$ cat src/rtl/packet_dispatcher_pkg.sv
`default_nettype none
// +--------------------------------------------------------------------------+
// | Module      : packet_dispatcher_pkg                                      |
// | Description : Shared FSM state encodings and helpers for the dispatcher. |
// | Revision    : 1.0 - initial release                                      |
// +--------------------------------------------------------------------------+
package packet_dispatcher_pkg;

   typedef enum logic [1:0] {
      SN_IDLE  = 2'd0,
      SN_OFFER = 2'd1,
      SN_BUSY  = 2'd2
   } sn_state_t;

   typedef enum logic [1:0] {
      FW_IDLE  = 2'd0,
      FW_OFFER = 2'd1,
      FW_BUSY  = 2'd2
   } fw_state_t;

   // Round-robin successor of an index in 0..n-1.
   function automatic int unsigned wrap_inc(input int unsigned v, input int unsigned n);
      return (v + 32'd1 >= n) ? 32'd0 : v + 32'd1;
   endfunction

endpackage
`default_nettype wire

$ cat src/rtl/packet_dispatcher_rr_picker.sv
`default_nettype none
// +--------------------------------------------------------------------------+
// | Module      : packet_dispatcher_rr_picker                                |
// | Description : Round-robin picker: first set request at/after pointer.    |
// | Revision    : 1.0 - initial release                                      |
// +--------------------------------------------------------------------------+
module packet_dispatcher_rr_picker
   import packet_dispatcher_pkg::*;
#(
   parameter int N_REQ = 4
)(
   input  logic [N_REQ-1:0]         i_req,
   input  logic [$clog2(N_REQ)-1:0] i_ptr,
   output logic                     o_valid,
   output logic [$clog2(N_REQ)-1:0] o_idx
);

   localparam int c_idx_w = $clog2(N_REQ);
   localparam int c_sum_w = c_idx_w + 1;

   logic [N_REQ-1:0]   w_rot;
   logic [c_sum_w-1:0] w_sum;

   // Rotate so bit 0 is the request sitting at the pointer.
   assign w_rot = N_REQ'({i_req, i_req} >> i_ptr);

   always_comb begin
      o_valid = 1'b0;
      w_sum   = '0;
      for (int i = N_REQ - 1; i >= 0; i--) begin
         if (|(w_rot & (N_REQ'(1) << i))) begin
            o_valid = 1'b1;
            w_sum   = {1'b0, i_ptr} + c_sum_w'(i);
         end
      end
      o_idx = (w_sum >= c_sum_w'(N_REQ)) ? c_idx_w'(w_sum - c_sum_w'(N_REQ))
                                         : c_idx_w'(w_sum);
   end

endmodule
`default_nettype wire

$ cat src/rtl/packet_dispatcher.sv
`default_nettype none
// +--------------------------------------------------------------------------+
// | Module      : packet_dispatcher                                          |
// | Description : Routes snooper and forwarder to packetfilter cores, RR.    |
// | Revision    : 1.0 - initial release                                      |
// +--------------------------------------------------------------------------+
module packet_dispatcher
   import packet_dispatcher_pkg::*;
#(
   parameter int N_CORES           = 4,
   parameter int SN_FWD_DATA_WIDTH = 64,
   parameter int PLEN_WIDTH        = 32
)(
   input  logic                                   clk,
   input  logic                                   rst,
   output logic                                   rdy_for_sn,
   input  logic                                   rdy_for_sn_ack,
   input  logic                                   sn_wr_en,
   input  logic                                   sn_done,
   input  logic [N_CORES-1:0]                     core_rdy_for_sn,
   output logic [N_CORES-1:0]                     core_rdy_for_sn_ack,
   output logic [N_CORES-1:0]                     core_sn_wr_en,
   output logic [N_CORES-1:0]                     core_sn_done,
   output logic                                   rdy_for_fwd,
   input  logic                                   rdy_for_fwd_ack,
   input  logic                                   fwd_rd_en,
   input  logic                                   fwd_done,
   input  logic [N_CORES-1:0]                     core_rdy_for_fwd,
   output logic [N_CORES-1:0]                     core_rdy_for_fwd_ack,
   output logic [N_CORES-1:0]                     core_fwd_rd_en,
   output logic [N_CORES-1:0]                     core_fwd_done,
   input  logic [N_CORES*SN_FWD_DATA_WIDTH-1:0]   core_fwd_rd_data,
   input  logic [N_CORES-1:0]                     core_fwd_rd_data_vld,
   input  logic [N_CORES*PLEN_WIDTH-1:0]          core_fwd_byte_len,
   output logic [SN_FWD_DATA_WIDTH-1:0]           fwd_rd_data,
   output logic                                   fwd_rd_data_vld,
   output logic [PLEN_WIDTH-1:0]                  fwd_byte_len,
   output logic [$clog2(N_CORES)-1:0]             sn_sel,
   output logic [$clog2(N_CORES)-1:0]             fwd_sel
);

   localparam int c_sel_w = $clog2(N_CORES);

   sn_state_t          r_sn_state, w_sn_state_nxt;
   logic [c_sel_w-1:0] r_sn_sel, w_sn_sel_nxt, r_sn_ptr, w_sn_ptr_nxt;
   logic               w_sn_pick_vld;
   logic [c_sel_w-1:0] w_sn_pick_idx;

   fw_state_t          r_fw_state, w_fw_state_nxt;
   logic [c_sel_w-1:0] r_fw_sel, w_fw_sel_nxt, r_fw_ptr, w_fw_ptr_nxt;
   logic               w_fw_pick_vld;
   logic [c_sel_w-1:0] w_fw_pick_idx;

   logic [SN_FWD_DATA_WIDTH-1:0] w_core_data [N_CORES];
   logic [PLEN_WIDTH-1:0]        w_core_len  [N_CORES];

   generate
      for (genvar g = 0; g < N_CORES; g++) begin : g_core_slice
         assign w_core_data[g] = core_fwd_rd_data[g*SN_FWD_DATA_WIDTH +: SN_FWD_DATA_WIDTH];
         assign w_core_len[g]  = core_fwd_byte_len[g*PLEN_WIDTH +: PLEN_WIDTH];
      end
   endgenerate

   packet_dispatcher_rr_picker #(.N_REQ(N_CORES)) u_sn_pick (
      .i_req   (core_rdy_for_sn),
      .i_ptr   (r_sn_ptr),
      .o_valid (w_sn_pick_vld),
      .o_idx   (w_sn_pick_idx)
   );

   packet_dispatcher_rr_picker #(.N_REQ(N_CORES)) u_fw_pick (
      .i_req   (core_rdy_for_fwd),
      .i_ptr   (r_fw_ptr),
      .o_valid (w_fw_pick_vld),
      .o_idx   (w_fw_pick_idx)
   );

   assign sn_sel      = r_sn_sel;
   assign fwd_sel     = r_fw_sel;
   assign rdy_for_sn  = (r_sn_state == SN_OFFER);
   assign rdy_for_fwd = (r_fw_state == FW_OFFER);

   always_ff @(posedge clk or posedge rst) begin
      if (rst) begin
         r_sn_state <= SN_IDLE;
         r_sn_sel   <= '0;
         r_sn_ptr   <= '0;
         r_fw_state <= FW_IDLE;
         r_fw_sel   <= '0;
         r_fw_ptr   <= '0;
      end else begin
         r_sn_state <= w_sn_state_nxt;
         r_sn_sel   <= w_sn_sel_nxt;
         r_sn_ptr   <= w_sn_ptr_nxt;
         r_fw_state <= w_fw_state_nxt;
         r_fw_sel   <= w_fw_sel_nxt;
         r_fw_ptr   <= w_fw_ptr_nxt;
      end
   end

   always_comb begin
      w_sn_state_nxt      = r_sn_state;
      w_sn_sel_nxt        = r_sn_sel;
      w_sn_ptr_nxt        = r_sn_ptr;
      core_rdy_for_sn_ack = '0;
      core_sn_wr_en       = '0;
      core_sn_done        = '0;
      case (r_sn_state)
         SN_IDLE: begin
            if (w_sn_pick_vld) begin
               w_sn_sel_nxt   = w_sn_pick_idx;
               w_sn_state_nxt = SN_OFFER;
            end
         end
         SN_OFFER: begin
            // A withdrawn core wins over a simultaneous ack; pointer stays put.
            if (!core_rdy_for_sn[r_sn_sel]) begin
               w_sn_state_nxt = SN_IDLE;
            end else if (rdy_for_sn_ack) begin
               core_rdy_for_sn_ack[r_sn_sel] = 1'b1;
               w_sn_state_nxt                = SN_BUSY;
            end
         end
         SN_BUSY: begin
            core_sn_wr_en[r_sn_sel] = sn_wr_en;
            core_sn_done[r_sn_sel]  = sn_done;
            if (sn_done) begin
               w_sn_ptr_nxt   = c_sel_w'(wrap_inc(32'(r_sn_sel), N_CORES));
               w_sn_state_nxt = SN_IDLE;
            end
         end
         default: w_sn_state_nxt = SN_IDLE;
      endcase
   end

   always_comb begin
      w_fw_state_nxt       = r_fw_state;
      w_fw_sel_nxt         = r_fw_sel;
      w_fw_ptr_nxt         = r_fw_ptr;
      core_rdy_for_fwd_ack = '0;
      core_fwd_rd_en       = '0;
      core_fwd_done        = '0;
      fwd_rd_data          = '0;
      fwd_rd_data_vld      = 1'b0;
      fwd_byte_len         = '0;
      case (r_fw_state)
         FW_IDLE: begin
            if (w_fw_pick_vld) begin
               w_fw_sel_nxt   = w_fw_pick_idx;
               w_fw_state_nxt = FW_OFFER;
            end
         end
         FW_OFFER: begin
            if (!core_rdy_for_fwd[r_fw_sel]) begin
               w_fw_state_nxt = FW_IDLE;
            end else if (rdy_for_fwd_ack) begin
               core_rdy_for_fwd_ack[r_fw_sel] = 1'b1;
               w_fw_state_nxt                 = FW_BUSY;
            end
         end
         FW_BUSY: begin
            core_fwd_rd_en[r_fw_sel] = fwd_rd_en;
            core_fwd_done[r_fw_sel]  = fwd_done;
            fwd_rd_data              = w_core_data[r_fw_sel];
            fwd_rd_data_vld          = core_fwd_rd_data_vld[r_fw_sel];
            fwd_byte_len             = w_core_len[r_fw_sel];
            if (fwd_done) begin
               w_fw_ptr_nxt   = c_sel_w'(wrap_inc(32'(r_fw_sel), N_CORES));
               w_fw_state_nxt = FW_IDLE;
            end
         end
         default: w_fw_state_nxt = FW_IDLE;
      endcase
   end

endmodule
`default_nettype wire

$ cat config.mk
export PLATFORM = sky130hd
export DESIGN_NAME = packet_dispatcher
export DESIGN_NICKNAME = d
export VERILOG_FILES = /design/src/rtl/packet_dispatcher_pkg.sv /design/src/rtl/packet_dispatcher_rr_picker.sv /design/src/rtl/packet_dispatcher.sv
export SDC_FILE = /design/constraint.sdc
export NUM_CORES = 1
export LEC_CHECK = 0
export ABC_AREA = 1
export BUFFER_PORTS_ARGS = -buffer_cell sky130_fd_sc_hd__buf_2
export CORE_AREA = 2 2 209 211
export CTS_BUF_LIST = sky130_fd_sc_hd__clkbuf_4 sky130_fd_sc_hd__clkbuf_8
export CTS_CLUSTER_SIZE = 8
export DETAILED_ROUTE_END_ITERATION = 16
export DIE_AREA = 0 0 211 213
export PLACE_DENSITY = 0.39
export REMOVE_ABC_BUFFERS = 1
export SYNTH_ARGS = -nofsm -noshare
export SYNTH_HDL_FRONTEND = slang
export SYNTH_HIERARCHICAL = 1
export SYNTH_SLANG_ARGS = --single-unit
$ cat constraint.sdc
create_clock -name clk -period 2.4 [get_ports clk]
set_clock_uncertainty 0.1 [all_clocks]
set_input_delay 0.36 -clock clk [delete_from_list [all_inputs] [get_ports clk]]
set_output_delay 0.36 -clock clk [all_outputs]
set_load 0.05 [all_outputs]
==> flow_summary.yaml <==
worst_setup_path:
  worst-setup-path-type: "register to output pin"
  start_kind: "register"
  regToRegStartpoint: "r_fw_ptr[0]$_DFFE_PP0P_"
  worstSetupEndpointType: "output pin"
  worst-path-max-fanout: 10
  regToRegSetupSlack_ps: 700
  startpoint: "fwd_sel[0]$_DFFE_PP0P_"
  required_ps: 1940
  crit_arrival_ps: 1960
sta:
  setup_slack_ps: -24.4
  setup_viol: 1
  max_slew_margin_pct: 59.4
  tightest_slew_ps: 609
  grt_setup_unrepaired: "true"
  period_share_pct: 101
  final.min_clock_period_ps: 2420
  slew_violations: 0
  max_freq_ghz: 0.412
  tns_ps: -24.4
  hold_violations: 0
  whs_ps: 64.7
global_route:
  grt_pass1_vias: 7962
  grt_pass1_wl_um: 45000
  antenna_found_initial: 2
  grt_max_degree: 83
  grt.total_usage_pct: 12.8
  grt-ovfl-total: 0
detailed_routing:
  wirelength_um: 32800
  top_layer_used: "met5"
  dr_wl_met2_um: 16500
  drc: 0
  vias_per_cell: 4.12
  wl_met3_um: 2120
  drt_iter0_drc: 512
  ant_nets: 0
  dr_total_vias: 8405
  wl_met1_um: 13500
  post_drt_wl_per_cell_um: 16.1
  drt_first_pass_iters: 5
outcome:
  status: "finished, violations left"
  violations: "negative setup slack"
yosys:
  yosysMostFrequentCell: "nor2_1"
  netlist_area_mm2: 0.00462
  async_flop_share_pct: 100
  ys_seq_area_share_pct: 6.50
  ys_seq_elements: 12
  synth_edf_count: 0
  ys.flop_type: "dfrtp_1"
  ys_types: 26
  synth_top_cell_by_area: "nor2_1"
  syn_inst: 971
  yosys_warnings: 6
  synth_top_area_share_pct: 34.1
  ys_top_cells_by_area: "nor2_1 34%, o21ai_0 21%, a21oi_1 11%"
  synth_commonest_cells: "419 x nor2_1, 195 x o21ai_0, 103 x a21oi_1, 54 x nand2_1, 36 x inv_1"
  syn_avg_cell_area_um2: 4.75
power_and_ir_drop:
  p_int_uw: 4130
  ir_drop_v: 0.000401
  cellPowerDensity_mw_per_mm2: 1150
  power_switching_uw: 6490
  switching_share_pct: 61.1
  clkPwrFrac_pct: 2.0
  p_comb_share_pct: 93.0
  p_leak_uw: 0.00465
  sequentialPowerShare_pct: 4.9
floorplan:
  die_w_um: 211
  row_count: 76
  coreArea_mm2: 0.0427
  die_h_um: 213
  dieArea_mm2: 0.0449
  ioPinCount: 531
  initial_core_util_pct: 10.8
layout:
  fin_area_mm2: 0.00924
  area_growth_pct: 100
  fin_nets: 1907
  fillerInstances: 4945
  drive_above_1_share_pct: 43.7
  instances_no_fill: 2040
  diodes: 0
hold_path:
  hold_class: "primary input to asynchronous set/reset pin"
cts:
  ctsHoldBuffers: 0
  insertion_delay_ps: 260
  numCtsBuffers: 3
  clk_pin_slew_worst_paths_ps: 70
  h-tree-depth: 1
  clockBufferDepth: 2
  cts.sinks: 12
  root_buffer: "clkbuf_8"
  cts_tree: "yes"
place:
  placedInstanceArea_mm2: 0.00855
  dp_cells: 2022
  numPortBuffers: 530
  pre_cts_slack_ps: 211
  gp_congestion: 0.872
  place_hpwl_um: 26100
flow_run:
  cap_violations: 0
==> critical path, cell delays in order (launching register included) <==
cell       delay, ps
dfrtp_4          540
buf_12           140
clkbuf_16        150
nor2_1            60
nor2_1           150
o21ai_0          120
a21oi_1          240
buf_4            170
buf_12           130
==> layout make-up <==
cell class	instances	area (µm²)	area share, %
tap	546	683	7.39
inverter	43	188	2.03
clock buffer	4	48.8	0.528
multi-input combinational	840	3850	41.6
timing repair buffer	595	4160	45.1
sequential	12	309	3.34
==> power by group through the flow <==
stage	clock network, µW	logic (µW)	registers [µW]
finish	217	9880	523
global route	229	10800	554
CTS	219	9040	495
detailed placement	0	8860	496
global placement	0	8870	494
floorplan	0	4490	922
==> final timing paths <==
| kind | end | cells past startpoint |
|---|---|---|
| max | fwd_rd_data[10] | 8 |
| min | r_fw_ptr[0]$_DFFE_PP0P_ | 2 |
| max reg2reg | fwd_sel[1]$_DFFE_PP0P_ | 8 |
| min reg2reg | r_sn_state[1]$_DFFE_PP0P_ | 3 |
| max in group asynchronous | sn_sel[0]$_DFFE_PP0P_ | 2 |
| min in group clk | r_fw_state[1]$_DFFE_PP0P_ | 2 |
==> registers in the layout (all words and copies together), names as in the netlist <==
name and count:
sn_sel 2, r_sn_ptr 2, r_sn_state 2, r_fw_state 2, fwd_sel 2, r_fw_ptr 2
==> cell usage in the layout, fill, tap and decap left out, types with 4 or more instances in the layout <==
cell type  count
a21oi_2       12
nand3_1       24
nor2_4         4
nand2_1       54
o21ai_0      161
clkbuf_16      8
clkbuf_4      20
ha_1           8
buf_4         75
buf_2        434
buf_6         12
nor3_1         7
buf_12        39
buf_8          4
nor2_2        11
inv_1         36
buf_16         4
o21ai_1       36
nand2_4        4
dfrtp_1        9
nand2_2       10
nor2_1       405
nand4_1        4
a21oi_1       91
==> through the flow <==
step | power [µW] | util (%)
floorplan | 5410 | -
global placement | 9360 | 20.0
detailed placement | 9350 | 20.0
CTS | 9750 | 20.3
global route | 11600 | 21.6
finish | 10600 | 21.6
==> routing by layer <==
layer,vias up,GRT usage (%)
met2,397,23.8
met5,-,0
li1,4211,-
met3,33,2.25
met1,3762,15.3
met4,2,2.72
==> repair_timing <==
action | 4_1_cts | 5_1_grt
pin swaps | 2 | 35
resized for setup | 11 | 184
setup endpoints to repair | 21 | 77
buffers inserted | 2 | 3
cloned | 1 | 9
==> cells by family after synthesis <==
kind of cell	count (synthesis)	synth area share [%]
adder cells (fa/ha/maj)	8	2.17
AND/OR/NAND/NOR	526	45.4
XOR/XNOR	2	0.379
flip-flops	12	6.50
AO/OA/AOI/OAI	304	33.2
buffers and inverters	119	12.4
No activity file was read; power rests on OpenSTA's default activity.
